--- src/rtl/rmux_cfg_loader_pkg.sv ---
// Shared definitions for the routing-mux configuration loader.
package rmux_cfg_loader_pkg;

  localparam logic MODE_I0 = 1'b0;
  localparam logic MODE_I1 = 1'b1;

  typedef enum logic [1:0] {
    StIdle  = 2'd0,
    StShift = 2'd1,
    StLatch = 2'd2
  } state_e;

endpackage

--- src/rtl/rmux_cfg_shifter.sv ---
// Parallel-load left shift register with bit down-counter; exposes the MSB it will hold next.
module rmux_cfg_shifter #(
  parameter int unsigned L     = 2,
  parameter int unsigned CNT_W = (L > 1) ? $clog2(L) : 1
) (
  input  logic         clk,
  input  logic         rst_n,
  input  logic         load,
  input  logic [L-1:0] load_data,
  input  logic         shift,
  output logic         next_msb,
  output logic         last
);

  logic [L-1:0]     data_q, data_d;
  logic [CNT_W-1:0] cnt_q, cnt_d;

  always_comb begin
    data_d = data_q;
    cnt_d  = cnt_q;
    if (load) begin
      data_d = load_data;
      cnt_d  = CNT_W'(L - 1);
    end else if (shift) begin
      data_d = data_q << 1;
      if (cnt_q != '0) cnt_d = cnt_q - 1'b1;
    end
  end

  assign next_msb = data_d[L-1];
  assign last     = (cnt_q == '0);

  always_ff @(posedge clk) begin
    if (!rst_n) begin
      data_q <= '0;
      cnt_q  <= '0;
    end else begin
      data_q <= data_d;
      cnt_q  <= cnt_d;
    end
  end

endmodule

--- src/rtl/rmux_cfg_loader.sv ---
// Shadow-register config loader: shifts the committed image onto a serial chain, then latches it.
module rmux_cfg_loader
  import rmux_cfg_loader_pkg::*;
#(
  parameter int unsigned N_MUX = 2,
  parameter int unsigned SEL_W = 1,
  parameter int unsigned IDX_W = 1
) (
  input  logic                   clk,
  input  logic                   rst_n,
  input  logic                   wr_valid,
  output logic                   wr_ready,
  input  logic [IDX_W-1:0]       wr_idx,
  input  logic [SEL_W-1:0]       wr_sel,
  input  logic                   commit_valid,
  output logic                   commit_ready,
  output logic                   cfg_sdo,
  output logic                   cfg_sen,
  output logic                   cfg_latch,
  output logic [N_MUX*SEL_W-1:0] sel_o,
  output logic                   busy,
  output logic                   err
);

  localparam int unsigned L = N_MUX * SEL_W;

  state_e         state_q;
  logic [L-1:0]   shadow_q, shadow_next, snap_q;
  logic           wr_fire, commit_fire, in_range;
  logic           next_msb, last;

  assign wr_ready     = rst_n && (state_q == StIdle);
  assign commit_ready = rst_n && (state_q == StIdle);
  assign wr_fire      = wr_valid && wr_ready;
  assign commit_fire  = commit_valid && commit_ready;
  assign in_range     = int'(wr_idx) < int'(N_MUX);

  // Merged view so a same-cycle write lands in the commit snapshot.
  always_comb begin
    shadow_next = shadow_q;
    if (wr_fire && in_range) begin
      for (int k = 0; k < int'(N_MUX); k++) begin
        if (k == int'(wr_idx)) shadow_next[k*SEL_W +: SEL_W] = wr_sel;
      end
    end
  end

  rmux_cfg_shifter #(
    .L (L)
  ) u_shifter (
    .clk       (clk),
    .rst_n     (rst_n),
    .load      (commit_fire),
    .load_data (shadow_next),
    .shift     (state_q == StShift),
    .next_msb  (next_msb),
    .last      (last)
  );

  always_ff @(posedge clk) begin
    if (!rst_n) begin
      state_q   <= StIdle;
      shadow_q  <= {N_MUX{SEL_W'(MODE_I0)}};
      snap_q    <= '0;
      sel_o     <= '0;
      cfg_sdo   <= 1'b0;
      cfg_sen   <= 1'b0;
      cfg_latch <= 1'b0;
      busy      <= 1'b0;
      err       <= 1'b0;
    end else begin
      err      <= wr_fire && !in_range;
      shadow_q <= shadow_next;
      unique case (state_q)
        StIdle: begin
          if (commit_fire) begin
            snap_q  <= shadow_next;
            cfg_sen <= 1'b1;
            cfg_sdo <= next_msb;
            busy    <= 1'b1;
            state_q <= StShift;
          end
        end
        StShift: begin
          if (last) begin
            cfg_sen   <= 1'b0;
            cfg_sdo   <= 1'b0;
            cfg_latch <= 1'b1;
            state_q   <= StLatch;
          end else begin
            cfg_sdo <= next_msb;
          end
        end
        StLatch: begin
          sel_o     <= snap_q;
          cfg_latch <= 1'b0;
          busy      <= 1'b0;
          state_q   <= StIdle;
        end
        default: state_q <= StIdle;
      endcase
    end
  end

endmodule

--- config.mk ---
export PLATFORM = sky130hd
export DESIGN_NAME = rmux_cfg_loader
export DESIGN_NICKNAME = d
export VERILOG_FILES = /design/src/rtl/rmux_cfg_loader_pkg.sv /design/src/rtl/rmux_cfg_shifter.sv /design/src/rtl/rmux_cfg_loader.sv
export SDC_FILE = /design/constraint.sdc
export NUM_CORES = 1
export LEC_CHECK = 0
export CAP_MARGIN = 20
export CORE_UTILIZATION = 46
export CTS_BUF_LIST = sky130_fd_sc_hd__clkbuf_16
export CTS_CLUSTER_SIZE = 28
export DETAILED_ROUTE_END_ITERATION = 16
export GPL_TIMING_DRIVEN = 0
export PLACE_DENSITY = 0.81
export SYNTH_ARGS = -nofsm -noshare
export SYNTH_HDL_FRONTEND = slang
export SYNTH_SLANG_ARGS = --single-unit
--- constraint.sdc ---
create_clock -name clk -period 1.7 [get_ports clk]
set_clock_uncertainty 0.1 [all_clocks]
set_input_delay 0.255 -clock clk [delete_from_list [all_inputs] [get_ports clk]]
set_output_delay 0.255 -clock clk [all_outputs]
set_load 0.005 [all_outputs]
==> load_flow_metrics.sql, run 1 <==
INSERT INTO impl_metrics (metric_group, metric, value, unit) VALUES
('timing', 'rsz0062_at_grt', 'no', ''),
('job', 'cap_violations', '0', ''),
('critical_path', 'crit_top_cell', 'sky130_fd_sc_hd__buf_4', ''),
('logic_synthesis', 'synth_xor_xnor_area_share', '0', '%'),
('critical_path', 'critPathKind', 'reg -> out', ''),
('logic_synthesis', 'synthesized_area_fraction_occupied_by_ao_oa_aoi_and_oai_cells', '19.2', '%'),
('grt', 'pin_count_of_the_biggest_net_entering_global_routing', '11', ''),
('min_path', 'hp-class', 'in -> reg', ''),
('detailed_routing', 'vias_per_cell', '5.47', ''),
('clock_network', 'cts_buffer_depth', '2', ''),
('timing', 'timing.final.hold_violations', '0', ''),
('logic_synthesis', 'post_synth_instance_area', '653', 'um^2'),
('critical_path', 'cp_slowest_cell', 'sky130_fd_sc_hd__dfxtp_4', ''),
('die', 'die_height', '39.7', 'um'),
('logic_synthesis', 'synth_largest_area_cell', 'sky130_fd_sc_hd__dfxtp_1', ''),
('logic_synthesis', 'leading_cell_type_by_number_of_instances_after_synthesis', 'sky130_fd_sc_hd__dfxtp_1', ''),
('timing', 'final_cycle_share', '96.3', '%'),
('die', 'boundaryPins', '15', ''),
('placed_design', 'buffer_ports.inserted', '13', ''),
('critical_path', 'cp_cell_sequence', 'nor3b_4 -> buf_4 -> buf_4 -> dlygate4sd2_1', ''),
('timing', 'timing.fmax', '0.611', 'GHz'),
('placed_design', 'gp_congestion', '0.737', ''),
('clock_network', 'cts_inserted_buffers', '3', ''),
('logic_synthesis', 'postSynthAreaPerCell', '9.75', 'um^2'),
('status', 'run_status', 'finished clean', ''),
('die', 'die_area', '1570', 'um^2'),
('logic_synthesis', 'synthTopCellsByCount', '15 x sky130_fd_sc_hd__dfxtp_1, 6 x sky130_fd_sc_hd__nor2b_1, 5 x sky130_fd_sc_hd__o21ai_0, 4 x sky130_fd_sc_hd__a21oi_1, 4 x sky130_fd_sc_hd__nand2_1', ''),
('critical_path', 'crit_family', 'buffers and inverters', ''),
('timing', 'timing.final.max_slew_violations', '0', ''),
('logic_synthesis', 'synth.lib_cells_used.distinct', '27', ''),
('timing', 'final.min_clock_period', '1640', 'ps'),
('grt', 'grt.overflow.total', '0', ''),
('logic_synthesis', 'share_of_the_yosys_chip_area_belonging_to_registers', '46.0', '%'),
('logic_synthesis', 'post_synth_and_or_nand_nor_area_fraction', '21.5', '%'),
('die', 'initial_utilization', '49.6', '%'),
('logic_synthesis', 'synth_flop_cell', 'sky130_fd_sc_hd__dfxtp_1', ''),
('grt', 'number_of_antenna_violations_at_the_first_check_in_global_routing', '0', ''),
('logic_synthesis', 'synth.area.mux_share', '6.70', '%'),
('logic_synthesis', 'yosysWarningCount', '0', ''),
('placed_design', 'hpwlAfterDp', '880', 'um'),
('logic_synthesis', 'yosys.area.top_type_share', '46.0', '%'),
('clock_network', 'htreeDepth', '1', ''),
('die', 'number_of_placement_rows', '13', ''),
('critical_path', 'critPathArrivalTime', '1280', 'ps'),
('grt', 'grtUsageTotal', '19.5', '%'),
('critical_path', 'timing.rr.start', 'state_q[0]$_SDFFE_PN0P_', ''),
('detailed_routing', 'drt_drc_violations_left', '0', ''),
('clock_network', 'postCtsHoldBufs', '0', ''),
('final_layout', 'antenna_cells', '0', ''),
('die', 'core_area', '1320', 'um^2'),
('power_and_ir_drop', 'overall_power_of_the_completed_layout', '947', 'uW'),
('critical_path', 'critical_path.max_stage_delay', '350', 'ps'),
('timing', 'setup_viol_count_final', '0', ''),
('logic_synthesis', 'syn-num-nets', '73', ''),
('logic_synthesis', 'synthesis.instances', '67', ''),
('detailed_routing', 'wire_per_inst', '13.5', 'um'),
('critical_path', 'endpoint_kind', 'output port', ''),
('detailed_routing', 'totalWireLength', '1350', 'um'),
('detailed_routing', 'first_iter_violations', '26', ''),
('critical_path', 'startpoint_type', 'flop', ''),
('logic_synthesis', 'dominant_combinational_cell_family_by_area_after_synthesis', 'simple AND/OR/NAND/NOR gates', ''),
('power_and_ir_drop', 'vdd_ir_drop_max', '0.733', 'mV'),
('logic_synthesis', 'synth_top_cells_by_area', 'sky130_fd_sc_hd__dfxtp_1 46%, sky130_fd_sc_hd__nor2b_1 5.7%, sky130_fd_sc_hd__mux2i_1 4.6%', ''),
('detailed_routing', 'vias', '547', ''),
('logic_synthesis', 'postSynth.asyncResetShare', '0', '%'),
('die', 'fp.dieW', '39.7', 'um'),
('final_layout', 'layout.core_utilization', '68.1', '%'),
('detailed_routing', 'drt-pass1-iter-count', '4', ''),
('final_layout', 'post_route_cells_drive_above_1_share', '16.5', '%'),
('critical_path', 'critPathRequiredTime', '1340', 'ps'),
('critical_path', 'crit_start', 'state_q[0]$_SDFFE_PN0P_', '');
==> layout make-up <==
| cell class | instances | area (um^2) |
|---|---|---|
| clock inverter | 1 | 3.75 |
| fill | 110 | 420 |
| clock buffer | 3 | 75.1 |
| sequential | 15 | 304 |
| timing repair buffer | 15 | 148 |
| buffer | 4 | 23.8 |
| tap | 15 | 18.8 |
| multi-input combinational | 44 | 313 |
| inverter | 3 | 11.3 |
==> timing repair <==
action	4_1_cts	5_1_grt
setup endpoints to repair	4	1
resized for setup	6	1
buffers inserted	2	0
endpoints found under the hold margin	0	0
pin swaps	1	0
==> per-layer routing <==
| layer | vias up | wire length, um | track usage, % |
|---|---|---|---|
| li1 | 271 | - | - |
| met1 | 254 | 594 | 26.2 |
| met2 | 22 | 651 | 27.9 |
| met3 | 0 | 106 | 8.52 |
| met4 | 0 | 0 | 5.17 |
| met5 | - | 0 | 0 |
==> sequential cells by signal, indices dropped and copies added (netlist names) <==
| register | cells |
|---|---|
| u_shifter.cnt_q | 1 |
| busy | 1 |
| cfg_sen | 1 |
| sel_o | 2 |
| state_q | 2 |
| cfg_sdo | 1 |
| u_shifter.data_q | 2 |
| cfg_latch | 1 |
| shadow_q | 2 |
| snap_q | 2 |
==> cell families after synthesis <==
logic type / after synthesis
compound gates: 19
buf+inv: 8
flops: 15
mux: 4
other cells: 1
simple gates: 20
==> worst paths after layout <==
| path | endpoint | slack [ps] | cells past startpoint |
|---|---|---|---|
| max | wr_ready | 60 | 4 |
| min | snap_q[1]$_SDFFE_PN0P_ | 350 | 2 |
| max reg2reg | cfg_sdo$_SDFFE_PN0P_ | 270 | 5 |
| min reg2reg | u_shifter.data_q[0]$_SDFFE_PN0P_ | 370 | 2 |
==> worst register-to-register path: stages, from the launching register on <==
cell and delay (ps):
sky130_fd_sc_hd__dfxtp_4 360, sky130_fd_sc_hd__buf_4 150, sky130_fd_sc_hd__and4bb_1 250, sky130_fd_sc_hd__o21ai_1 110
sky130_fd_sc_hd__o311ai_1 150, sky130_fd_sc_hd__a32o_1 220
==> power breakdown <==
part / internal, mW / leakage (nW) / total [mW] / switching, mW
sequential: 0.370 / 0.123 / 0.383 / 0.0130
combinational: 0.0658 / 0.218 / 0.117 / 0.0507
clock: 0.311 / 0.0423 / 0.448 / 0.137
total: 0.747 / 0.383 / 0.947 / 0.200
==> per-stage QoR <==
stage	setup TNS (ps)	cell area (um^2)	std cells	worst slack, ps
after floorplan	0	653	67	376
after global placement	-1650	802	95	-498
after detailed placement	-1740	802	95	-496
after CTS	0	895	100	12.5
after global routing	0	897	100	17.4
final	0	897	100	63.3
==> placed cells by master, fill, tap and decap left out, types with 2 or more instances in the layout <==
cell / n
sky130_fd_sc_hd__dfxtp_1: 14
sky130_fd_sc_hd__clkdlybuf4s50_1: 10
sky130_fd_sc_hd__nor2b_1: 6
sky130_fd_sc_hd__o21ai_0: 5
sky130_fd_sc_hd__inv_1: 4
sky130_fd_sc_hd__nand2_1: 4
sky130_fd_sc_hd__a21oi_1: 4
sky130_fd_sc_hd__buf_4: 4
sky130_fd_sc_hd__a21boi_0: 3
sky130_fd_sc_hd__mux2i_1: 3
sky130_fd_sc_hd__clkbuf_16: 3
sky130_fd_sc_hd__nand3_1: 2
sky130_fd_sc_hd__o21ai_1: 2
sky130_fd_sc_hd__and2_1: 2
Power figures use the tool's default switching activity.
==> run 2: changes to the inputs <==
- CTS_CLUSTER_SIZE: 28 -> default
- SETUP_SLACK_MARGIN: default -> 0.05
- SLEW_MARGIN: default -> 40
==> load_flow_metrics.sql, run 2 (synthesized netlist as in run 1, its figures left out) <==
INSERT INTO impl_metrics (metric_group, metric, value, unit) VALUES
('final_layout', 'layout.core_utilization', '67.8', '%'),
('detailed_routing', 'met2RoutedLength', '621', 'um'),
('detailed_routing', 'totalWireLength', '1340', 'um'),
('timing', 'timing.fmax', '0.636', 'GHz'),
('placed_design', 'buffer_ports.inserted', '13', ''),
('clock_network', 'cts_inserted_buffers', '3', ''),
('die', 'core_area', '1320', 'um^2'),
('grt', 'first_global_vias', '437', ''),
('critical_path', 'critPathArrivalTime', '1220', 'ps'),
('clock_network', 'clkTransAtPathRegs', '50', 'ps'),
('clock_network', 'cts_buffer_depth', '2', ''),
('min_path', 'holdPathStages', '2', ''),
('power_and_ir_drop', 'vdd_ir_drop_max', '0.736', 'mV'),
('timing', 'timing.hold.ws', '372', 'ps'),
('min_path', 'hp-class', 'reg -> reg', ''),
('die', 'number_of_placement_rows', '13', ''),
('die', 'fp.dieW', '39.7', 'um'),
('placed_design', 'hpwlAfterDp', '880', 'um'),
('detailed_routing', 'vias_per_cell', '5.36', ''),
('critical_path', 'critPathRequiredTime', '1340', 'ps'),
('critical_path', 'endpoint_kind', 'output port', ''),
('final_layout', 'num-nets-final', '92', ''),
('clock_network', 'cts.sinks', '15', ''),
('clock_network', 'cts_tree', 'yes', ''),
('die', 'die_height', '39.7', 'um'),
('grt', 'grtUsageTotal', '19.6', '%'),
('power_and_ir_drop', 'overall_power_of_the_completed_layout', '945', 'uW'),
('critical_path', 'critPathKind', 'reg -> out', ''),
('detailed_routing', 'drt-pass1-iter-count', '4', ''),
('die', 'die_area', '1570', 'um^2'),
('power_and_ir_drop', 'power.density', '1060', 'nW/um^2'),
('clock_network', 'htreeDepth', '1', ''),
('final_layout', 'antenna_cells', '0', ''),
('timing', 'timing.final.max_slew_violations', '0', ''),
('final_layout', 'most-common-layout-cells', '15 x sky130_fd_sc_hd__dfxtp_1, 10 x sky130_fd_sc_hd__clkdlybuf4s50_1, 6 x sky130_fd_sc_hd__nor2b_1', ''),
('timing', 'final_cycle_share', '92.4', '%'),
('detailed_routing', 'vias', '536', ''),
('timing', 'setup_viol_count_final', '0', ''),
('job', 'cap_violations', '0', ''),
('detailed_routing', 'top_layer', 'met4', ''),
('grt', 'grt_pass1_wl', '1990', 'um'),
('clock_network', 'cts-root-buf', 'sky130_fd_sc_hd__clkbuf_16', ''),
('critical_path', 'critical_path.max_fanout', '9', ''),
('clock_network', 'postCtsHoldBufs', '0', ''),
('status', 'run_status', 'finished clean', ''),
('grt', 'number_of_antenna_violations_at_the_first_check_in_global_routing', '0', ''),
('critical_path', 'crit_start', 'state_q[0]$_SDFFE_PN0P_', ''),
('timing', 'worst_slack', '129', 'ps'),
('min_path', 'holdCritStartpoint', 'u_shifter.data_q[0]$_SDFFE_PN0P_', ''),
('critical_path', 'r2r.worst_path.cells', '6', ''),
('die', 'initial_utilization', '49.6', '%'),
('final_layout', 'layout_commonest_cell', 'sky130_fd_sc_hd__dfxtp_1', ''),
('detailed_routing', 'wire_per_inst', '13.4', 'um'),
('critical_path', 'startpoint_type', 'flop', ''),
('clock_network', 'clock_latency', '240', 'ps'),
('detailed_routing', 'drt_drc_violations_left', '0', ''),
('timing', 'rsz0062_at_grt', 'no', ''),
('critical_path', 'critical_path.max_stage_delay', '300', 'ps'),
('placed_design', 'gp_congestion', '0.737', ''),
('critical_path', 'timing.rr.start', 'state_q[0]$_SDFFE_PN0P_', ''),
('detailed_routing', 'antenna_violating_nets_post_route', '0', ''),
('critical_path', 'cp_cell_sequence', 'buf_6 -> nor3b_4 -> buf_6 -> buf_4 -> buf_4', ''),
('timing', 'finalSetupTns', '0', 'ps'),
('grt', 'pin_count_of_the_biggest_net_entering_global_routing', '11', ''),
('power_and_ir_drop', 'p_leak', '0.375', 'nW'),
('detailed_routing', 'detailroute.wirelength.met3', '76', 'um'),
('critical_path', 'cp.buffers_inverters', '4', ''),
('final_layout', 'post_route_cells_drive_above_1_share', '15.3', '%'),
('min_path', 'timing.hold.worst_endpoint', 'u_shifter.data_q[0]$_SDFFE_PN0P_', ''),
('grt', 'grt.overflow.total', '0', ''),
('timing', 'timing.final.hold_violations', '0', ''),
('die', 'boundaryPins', '15', ''),
('final_layout', 'syn2layout_area_growth', '36.8', '%'),
('critical_path', 'worstReg2RegEnd', 'snap_q[0]$_SDFFE_PN0P_', ''),
('detailed_routing', 'drt-met1-wl', '627', 'um'),
('placed_design', 'place_worst_setup_slack', '-496', 'ps'),
('timing', 'final.min_clock_period', '1570', 'ps'),
('critical_path', 'reg2reg_slack', '240', 'ps'),
('critical_path', 'cp_slowest_cell', 'sky130_fd_sc_hd__dfxtp_1', ''),
('detailed_routing', 'first_iter_violations', '17', ''),
('critical_path', 'crit_family', 'buffers and inverters', '');
## run 2: worst max-delay path by stage
stage                                   endpoint  slack (ps)  depth (start not counted)
after floorplan           snap_q[0]$_SDFFE_PN0P_         380                          5
after global placement                  wr_ready        -500                          4
after detailed placement                wr_ready        -500                          4
after CTS                               wr_ready         120                          5
after global routing                    wr_ready          70                          5
final                                   wr_ready         130                          5
## run 2: report_power, final
part	leakage, nW	internal, mW	switching (mW)
Sequential	0.123	0.371	0.0117
Clock	0.0423	0.311	0.133
Combinational	0.210	0.0672	0.0521
Total	0.375	0.748	0.197
## run 2: worst reg2reg max path, cell delays in order, from the launching register on
cell and delay (ps):
sky130_fd_sc_hd__dfxtp_1 300, sky130_fd_sc_hd__buf_6 130, sky130_fd_sc_hd__nor3b_4 220, sky130_fd_sc_hd__buf_6 140, sky130_fd_sc_hd__nand3b_2 80, sky130_fd_sc_hd__mux2i_2 270
sky130_fd_sc_hd__a21oi_1 100
## run 2: stage by stage
stage                     cells  area (um^2)
after floorplan              67          653
after global placement       95          802
after detailed placement     95          802
after CTS                   100          893
after global routing        100          893
final                       100          893
## run 2: what timing repair did
item / CTS / global route
resized for setup: 7 / 0
cloned: 0 / 0
buffers inserted: 1 / 0
hold endpoints to repair: 0 / 0
endpoints found under the setup margin: 5 / 1
pin swaps: 1 / 1
## run 2: area by class of cell
type / count / area, um^2
inverter: 3 / 11.3
timing repair buffer: 14 / 136
multi-input combinational: 44 / 313
fill: 113 / 424
clock buffer: 3 / 75.1
buffer: 5 / 35.0
clock inverter: 1 / 3.75
sequential: 15 / 300
tap: 15 / 18.8
## run 2: routing by layer
metal	global-route usage, %	vias to the layer above
li1	-	269
met1	25.9	248
met2	28.7	17
met3	8.52	2
met4	5.17	0
met5	0	-
